**src/rtl/pll_lock_supervisor.sv**
```systemverilog
// PLL bring-up supervisor: pulses the PLL reset, qualifies a synchronised lock,
// then releases downstream domain resets one channel at a time with retry/fault handling.
module pll_lock_supervisor #(
    parameter int unsigned N_CH                = 2,
    parameter int unsigned PLL_RST_CYCLES      = 16,
    parameter int unsigned LOCK_STABLE_CYCLES  = 1024,
    parameter int unsigned LOCK_TIMEOUT_CYCLES = 25000,
    parameter int unsigned STAGGER_CYCLES      = 4,
    parameter int unsigned MAX_RETRIES         = 3
) (
    input  logic                                 clk_25MHz,
    input  logic                                 rst_n,
    input  logic                                 pll_locked,
    input  logic                                 reinit,
    output logic                                 pll_rst,
    output logic [N_CH-1:0]                      sys_rst_n,
    output logic                                 ready,
    output logic                                 fault,
    output logic [$clog2(MAX_RETRIES+1)-1:0]     retry_cnt,
    output logic [7:0]                           lock_loss_cnt
);

    function automatic int unsigned max2(input int unsigned a, input int unsigned b);
        return (a > b) ? a : b;
    endfunction

    localparam int unsigned RW         = $clog2(MAX_RETRIES + 1);
    localparam int unsigned REL_CYCLES = (N_CH - 1) * STAGGER_CYCLES;
    localparam int unsigned T_MAX      = max2(max2(PLL_RST_CYCLES, LOCK_STABLE_CYCLES),
                                              max2(LOCK_TIMEOUT_CYCLES, REL_CYCLES));
    localparam int unsigned TW         = $clog2(T_MAX + 1);
    localparam int unsigned REL_LAST   = (REL_CYCLES > 0) ? REL_CYCLES - 1 : 0;

    localparam logic [TW-1:0] T_PLLRST_LAST  = TW'(PLL_RST_CYCLES - 1);
    localparam logic [TW-1:0] T_TIMEOUT_LAST = TW'(LOCK_TIMEOUT_CYCLES - 1);
    localparam logic [TW-1:0] T_STABLE_LAST  = TW'(LOCK_STABLE_CYCLES - 1);
    localparam logic [TW-1:0] T_RELEASE_LAST = TW'(REL_LAST);
    localparam logic [TW-1:0] T_SAT         = TW'(T_MAX);

    typedef enum logic [2:0] {
        S_PLLRST,
        S_WAIT,
        S_STABLE,
        S_RELEASE,
        S_RUN,
        S_FAULT
    } state_t;

    state_t          state, state_nxt;
    logic [TW-1:0]   timer, timer_nxt;
    logic [RW-1:0]   retry_nxt;
    logic [7:0]      loss_nxt;
    logic            pll_rst_nxt, ready_nxt, fault_nxt;
    logic [N_CH-1:0] sys_nxt;
    logic            lock_meta, lock_s;

    // Two-flop synchroniser for the asynchronous lock indicator
    always_ff @(posedge clk_25MHz or negedge rst_n) begin
        if (!rst_n) begin
            lock_meta <= 1'b0;
            lock_s    <= 1'b0;
        end else begin
            lock_meta <= pll_locked;
            lock_s    <= lock_meta;
        end
    end

    // Next state, counters and next-cycle outputs
    always_comb begin
        state_nxt   = state;
        retry_nxt   = retry_cnt;
        loss_nxt    = lock_loss_cnt;
        timer_nxt   = timer;
        pll_rst_nxt = 1'b0;
        ready_nxt   = 1'b0;
        fault_nxt   = 1'b0;
        sys_nxt     = '0;

        if (reinit) begin
            state_nxt = S_PLLRST;
            retry_nxt = '0;
        end else begin
            unique case (state)
                S_PLLRST: begin
                    if (timer == T_PLLRST_LAST) state_nxt = S_WAIT;
                end
                S_WAIT: begin
                    if (lock_s) begin
                        state_nxt = S_STABLE;
                    end else if (timer == T_TIMEOUT_LAST) begin
                        if (retry_cnt == RW'(MAX_RETRIES)) begin
                            state_nxt = S_FAULT;
                        end else begin
                            retry_nxt = retry_cnt + RW'(1);
                            state_nxt = S_PLLRST;
                        end
                    end
                end
                S_STABLE: begin
                    if (!lock_s) begin
                        state_nxt = S_WAIT;
                    end else if (timer == T_STABLE_LAST) begin
                        state_nxt = (N_CH == 1) ? S_RUN : S_RELEASE;
                    end
                end
                S_RELEASE, S_RUN: begin
                    if (!lock_s) begin
                        loss_nxt  = (lock_loss_cnt == 8'hFF) ? 8'hFF : lock_loss_cnt + 8'd1;
                        state_nxt = S_PLLRST;
                    end else if (state == S_RELEASE && timer == T_RELEASE_LAST) begin
                        state_nxt = S_RUN;
                    end
                end
                S_FAULT: state_nxt = S_FAULT;
                default: state_nxt = S_PLLRST;
            endcase
        end

        if (state_nxt == S_RUN && state != S_RUN) retry_nxt = '0;

        // Timer restarts on any state change or reinit and saturates otherwise
        if (reinit || state_nxt != state) begin
            timer_nxt = '0;
        end else if (timer != T_SAT) begin
            timer_nxt = timer + TW'(1);
        end

        pll_rst_nxt = (state_nxt == S_PLLRST) || (state_nxt == S_FAULT);
        ready_nxt   = (state_nxt == S_RUN);
        fault_nxt   = (state_nxt == S_FAULT);

        // Last channel is released on RUN entry so ready rises with it
        if (state_nxt == S_RUN) begin
            sys_nxt = '1;
        end else if (state_nxt == S_RELEASE) begin
            for (int unsigned i = 0; i + 1 < N_CH; i++) begin
                if (i * STAGGER_CYCLES <= 32'(timer_nxt)) sys_nxt = sys_nxt | (N_CH'(1) << i);
            end
        end
    end

    always_ff @(posedge clk_25MHz or negedge rst_n) begin
        if (!rst_n) begin
            state         <= S_PLLRST;
            timer         <= '0;
            retry_cnt     <= '0;
            lock_loss_cnt <= '0;
            pll_rst       <= 1'b1;
            sys_rst_n     <= '0;
            ready         <= 1'b0;
            fault         <= 1'b0;
        end else begin
            state         <= state_nxt;
            timer         <= timer_nxt;
            retry_cnt     <= retry_nxt;
            lock_loss_cnt <= loss_nxt;
            pll_rst       <= pll_rst_nxt;
            sys_rst_n     <= sys_nxt;
            ready         <= ready_nxt;
            fault         <= fault_nxt;
        end
    end

endmodule

```
**config.mk**
```make
export PLATFORM = sky130hd
export DESIGN_NAME = pll_lock_supervisor
export DESIGN_NICKNAME = d
export VERILOG_FILES = /design/src/rtl/pll_lock_supervisor.sv
export SDC_FILE = /design/constraint.sdc
export NUM_CORES = 1
export LEC_CHECK = 0
export ABC_AREA = 1
export CAP_MARGIN = 20
export CORE_MARGIN = 3
export CORE_UTILIZATION = 50
export CTS_CLUSTER_DIAMETER = 120
export DETAILED_ROUTE_END_ITERATION = 6
export MAX_ROUTING_LAYER = met4
export PLACE_DENSITY = 0.74
export SLEW_MARGIN = 20
export SYNTH_ARGS = -nofsm -noshare
export SYNTH_HDL_FRONTEND = slang
export SYNTH_SLANG_ARGS = --single-unit
```
**constraint.sdc**
```tcl
create_clock -name clk_25MHz -period 5.1 [get_ports clk_25MHz]
set_input_delay 1.53 -clock clk_25MHz [delete_from_list [all_inputs] [get_ports clk_25MHz]]
set_output_delay 1.53 -clock clk_25MHz [all_outputs]
set_load 0.03 [all_outputs]
```
==> impl_metrics.tcl <==
set metrics [dict create \
    p_leak_nw 1.06 \
    crit_arrival_ns 1.46 \
    cts.sinks 34 \
    initial_utilization 0.538 \
    drtAntennaViolNets 0 \
    p_int_uw 394 \
    cpPeakStageDelay_ns 0.66 \
    status "completed" \
    dieArea_sq_mm 0.00489 \
    hpwlAfterDp_um 2790 \
    synth_cell_types 35 \
    numCtsBuffers 5 \
    worstSetupPathType "flop to output pin" \
    finalSetupViolCount 0 \
    synth-simple-area-share 0.361 \
    start_kind "flop" \
    path_buf_inv 1 \
    ir_drop_mv 0.106 \
    grt_usage 0.181 \
    yosys-top-cells-count "nand2_1, dfrtp_1, nor2_1" \
    first_pass_iters 4 \
    antenna_found_initial 0 \
    min_period_over_period 0.586 \
    crit_family "buffers and inverters" \
    syn-instance-count 242 \
    worstPathRequired_ns 3.57 \
    ys_seq_area_frac 0.417 \
    path_cells "clkdlybuf4s50_1" \
    timing_max_transition_violations_final 0 \
    drt-initial-drc-count 119 \
    cellPowerDensity_mw_per_mm2 221 \
    synth-main-ff-cell "dfrtp_1" \
    gp_congestion 0.875 \
    grt_setup_unrepaired "no" \
    vias 1637 \
    die_h_um 69.9 \
    yosys.cell_count.top_type "nand2_1" \
    netSwitchingFraction 0.242 \
    core_area_sq_mm 0.00380 \
    hold_class "flop to flop" \
    power.switching_uw 126 \
    max_cap_viol_count 0 \
    numPortBuffers 18 \
    synthMuxAreaShare 0.00551 \
    syn_area_per_cell_sq_um 8.44 \
    grt_pass1_vias 1621 \
    synth-edff-count 0 \
    hold_buffers 0 \
    ctsLongestPathBuffers 2 \
    pwr-share-seq 0.537 \
    yosys.area.top_type_share 0.404 \
    tightest_slew_ns 0.591 \
    tns_ns 0 \
    synth_warnings 0 \
    worstPathMaxFanout 1 \
    period_minus_slack_ns 2.99 \
    wl_per_cell_um 12.1 \
    power_uw 520 \
    asyncSetResetFlopFracSynth 1.00 \
    synth_top_family_by_area "simple AND/OR/NAND/NOR gates" \
    power_frac_clock 0.400 \
    drive_gt1_frac 0.184 \
    synth-seq-cells 34 \
    clkTransAtPathRegs_ns 0.07 \
    hold_viol 0 \
    diodes 0 \
    synth_area_leaders "dfrtp_1, nand2_1, nor3_2" \
    syn2layout_area_growth_pct 15.1 \
    avgViaCountPerCell 5.21 \
    combPwrFrac 0.063 \
    synthXorXnorAreaFrac 0.0600 \
    end_kind "output pin" \
    synthesis.area_sq_mm 0.00204 \
    maxSlewHeadroom 0.605 \
    synth_fp_nets 250 \
    fin_skew_ns 0.00598 \
    htree_levels 2 \
    cts_root_buffer "clkbuf_8" \
    num_io_pins 19 \
    cts_resized 0 \
    fmax_mhz 335 \
    grt_max_degree 35 \
    yosysTopAreaCell "dfrtp_1" \
    num_rows 22 \
    grt-ovfl-total 0 \
    wirelength_um 3790 \
    drc_errors 0 \
    grt_pass1_wl_um 6990 \
    postCtsSetupRepairBufs 0 \
    chipWidth_um 69.9 \
    tritoncts "built" \
    synthAdderAreaFrac 0.0245 \
    synth_compound_area_frac 0.0502 \
    nets 273 \
    slowest_stage "clkdlybuf4s50_1" \
    clock_latency_ns 0.29 \
]
==> sequential cells by signal, summed over array words and instances (netlist names) <==
| signal | cells |
|---|---|
| fault | 1 |
| lock_loss_cnt | 8 |
| lock_meta | 1 |
| lock_s | 1 |
| pll_rst | 1 |
| ready | 1 |
| retry_cnt | 2 |
| state | 3 |
| sys_rst_n | 1 |
| timer | 15 |
==> through the flow <==
step | cell area, sq um | util | hold slack, ns | cells | setup WS (ns)
finish | 2350 | 0.619 | 0.353 | 314 | 2.11
detailed placement | 2260 | 0.594 | 0.339 | 306 | 2.03
CTS | 2350 | 0.619 | 0.356 | 314 | 2.10
floorplan | 2040 | - | 0.331 | 242 | 2.70
global route | 2350 | 0.619 | 0.368 | 314 | 2.07
global placement | 2260 | 0.594 | 0.332 | 306 | 2.08
==> power by group through the flow <==
| stage | combinational [mW] | sequential, mW | clock [mW] |
|---|---|---|---|
| floorplan | 0.0157 | 0.287 | 0 |
| global placement | 0.0328 | 0.284 | 0 |
| detailed placement | 0.0334 | 0.284 | 0 |
| CTS | 0.0336 | 0.279 | 0.212 |
| global route | 0.0375 | 0.280 | 0.225 |
| finish | 0.0327 | 0.279 | 0.208 |
==> area by class of cell <==
class                   count  area, sq um
fillers                   343         1450
multi-input cells         170         1020
flip-flops and latches     34          852
repair buffers             19          188
inverters                  35          134
clock buffers               6         82.6
well taps                  48         60.1
clock inverters             2         12.5
==> logic make-up (layout without fill, tap and decap cells) <==
kind of cell,count (synthesis),count (layout)
AND/OR/NAND/NOR,134,134
buffers and inverters,38,62
flip-flops,34,34
AO/OA/AOI/OAI,17,17
XOR/XNOR,14,14
adder cells (fa/ha/maj),4,4
multiplexers,1,1
==> cell usage in the layout (no fill, tap or decap), types with 2 or more instances in the layout <==
cell type / netlist / layout
ha_1: 4 / 4
inv_2: 6 / 6
xor2_1: 10 / 10
a21oi_1: 4 / 4
xnor2_1: 4 / 4
nor2_1: 29 / 29
nand2_1: 42 / 42
nor3_1: 9 / 9
or2_2: 2 / 2
inv_1: 28 / 28
nand3_1: 15 / 15
nand2_2: 3 / 3
dfrtp_1: 33 / 33
o21ai_1: 3 / 3
nand4_1: 7 / 7
nor2_2: 2 / 2
o21ai_0: 7 / 7
clkbuf_8: 0 / 6
nand3_2: 6 / 6
nor3_2: 11 / 11
nor3_4: 2 / 2
clkdlybuf4s50_1: 0 / 18
==> final timing paths <==
path | depth (start not counted) | to | from | slack [ns]
setup reg to reg | 8 | timer[11] | timer[0] | 3.10
setup / recovery | 1 | pll_rst | pll_rst | 2.11
min in group asynchronous | 2 | timer[3] | rst_n | 1.65
hold / removal | 0 | lock_s | lock_meta | 0.35
max in group asynchronous | 2 | pll_rst | rst_n | 3.13
hold reg to reg | 0 | lock_s | lock_meta | 0.35
==> layer usage <==
layer,vias to the layer above,GRT usage,wire length (um)
met5,-,-,0
met2,25,0.289,1770
met4,0,0.0638,58
li1,832,-,-
met3,7,0.0432,126
met1,773,0.225,1830
No activity file was read; power rests on OpenSTA's default activity.
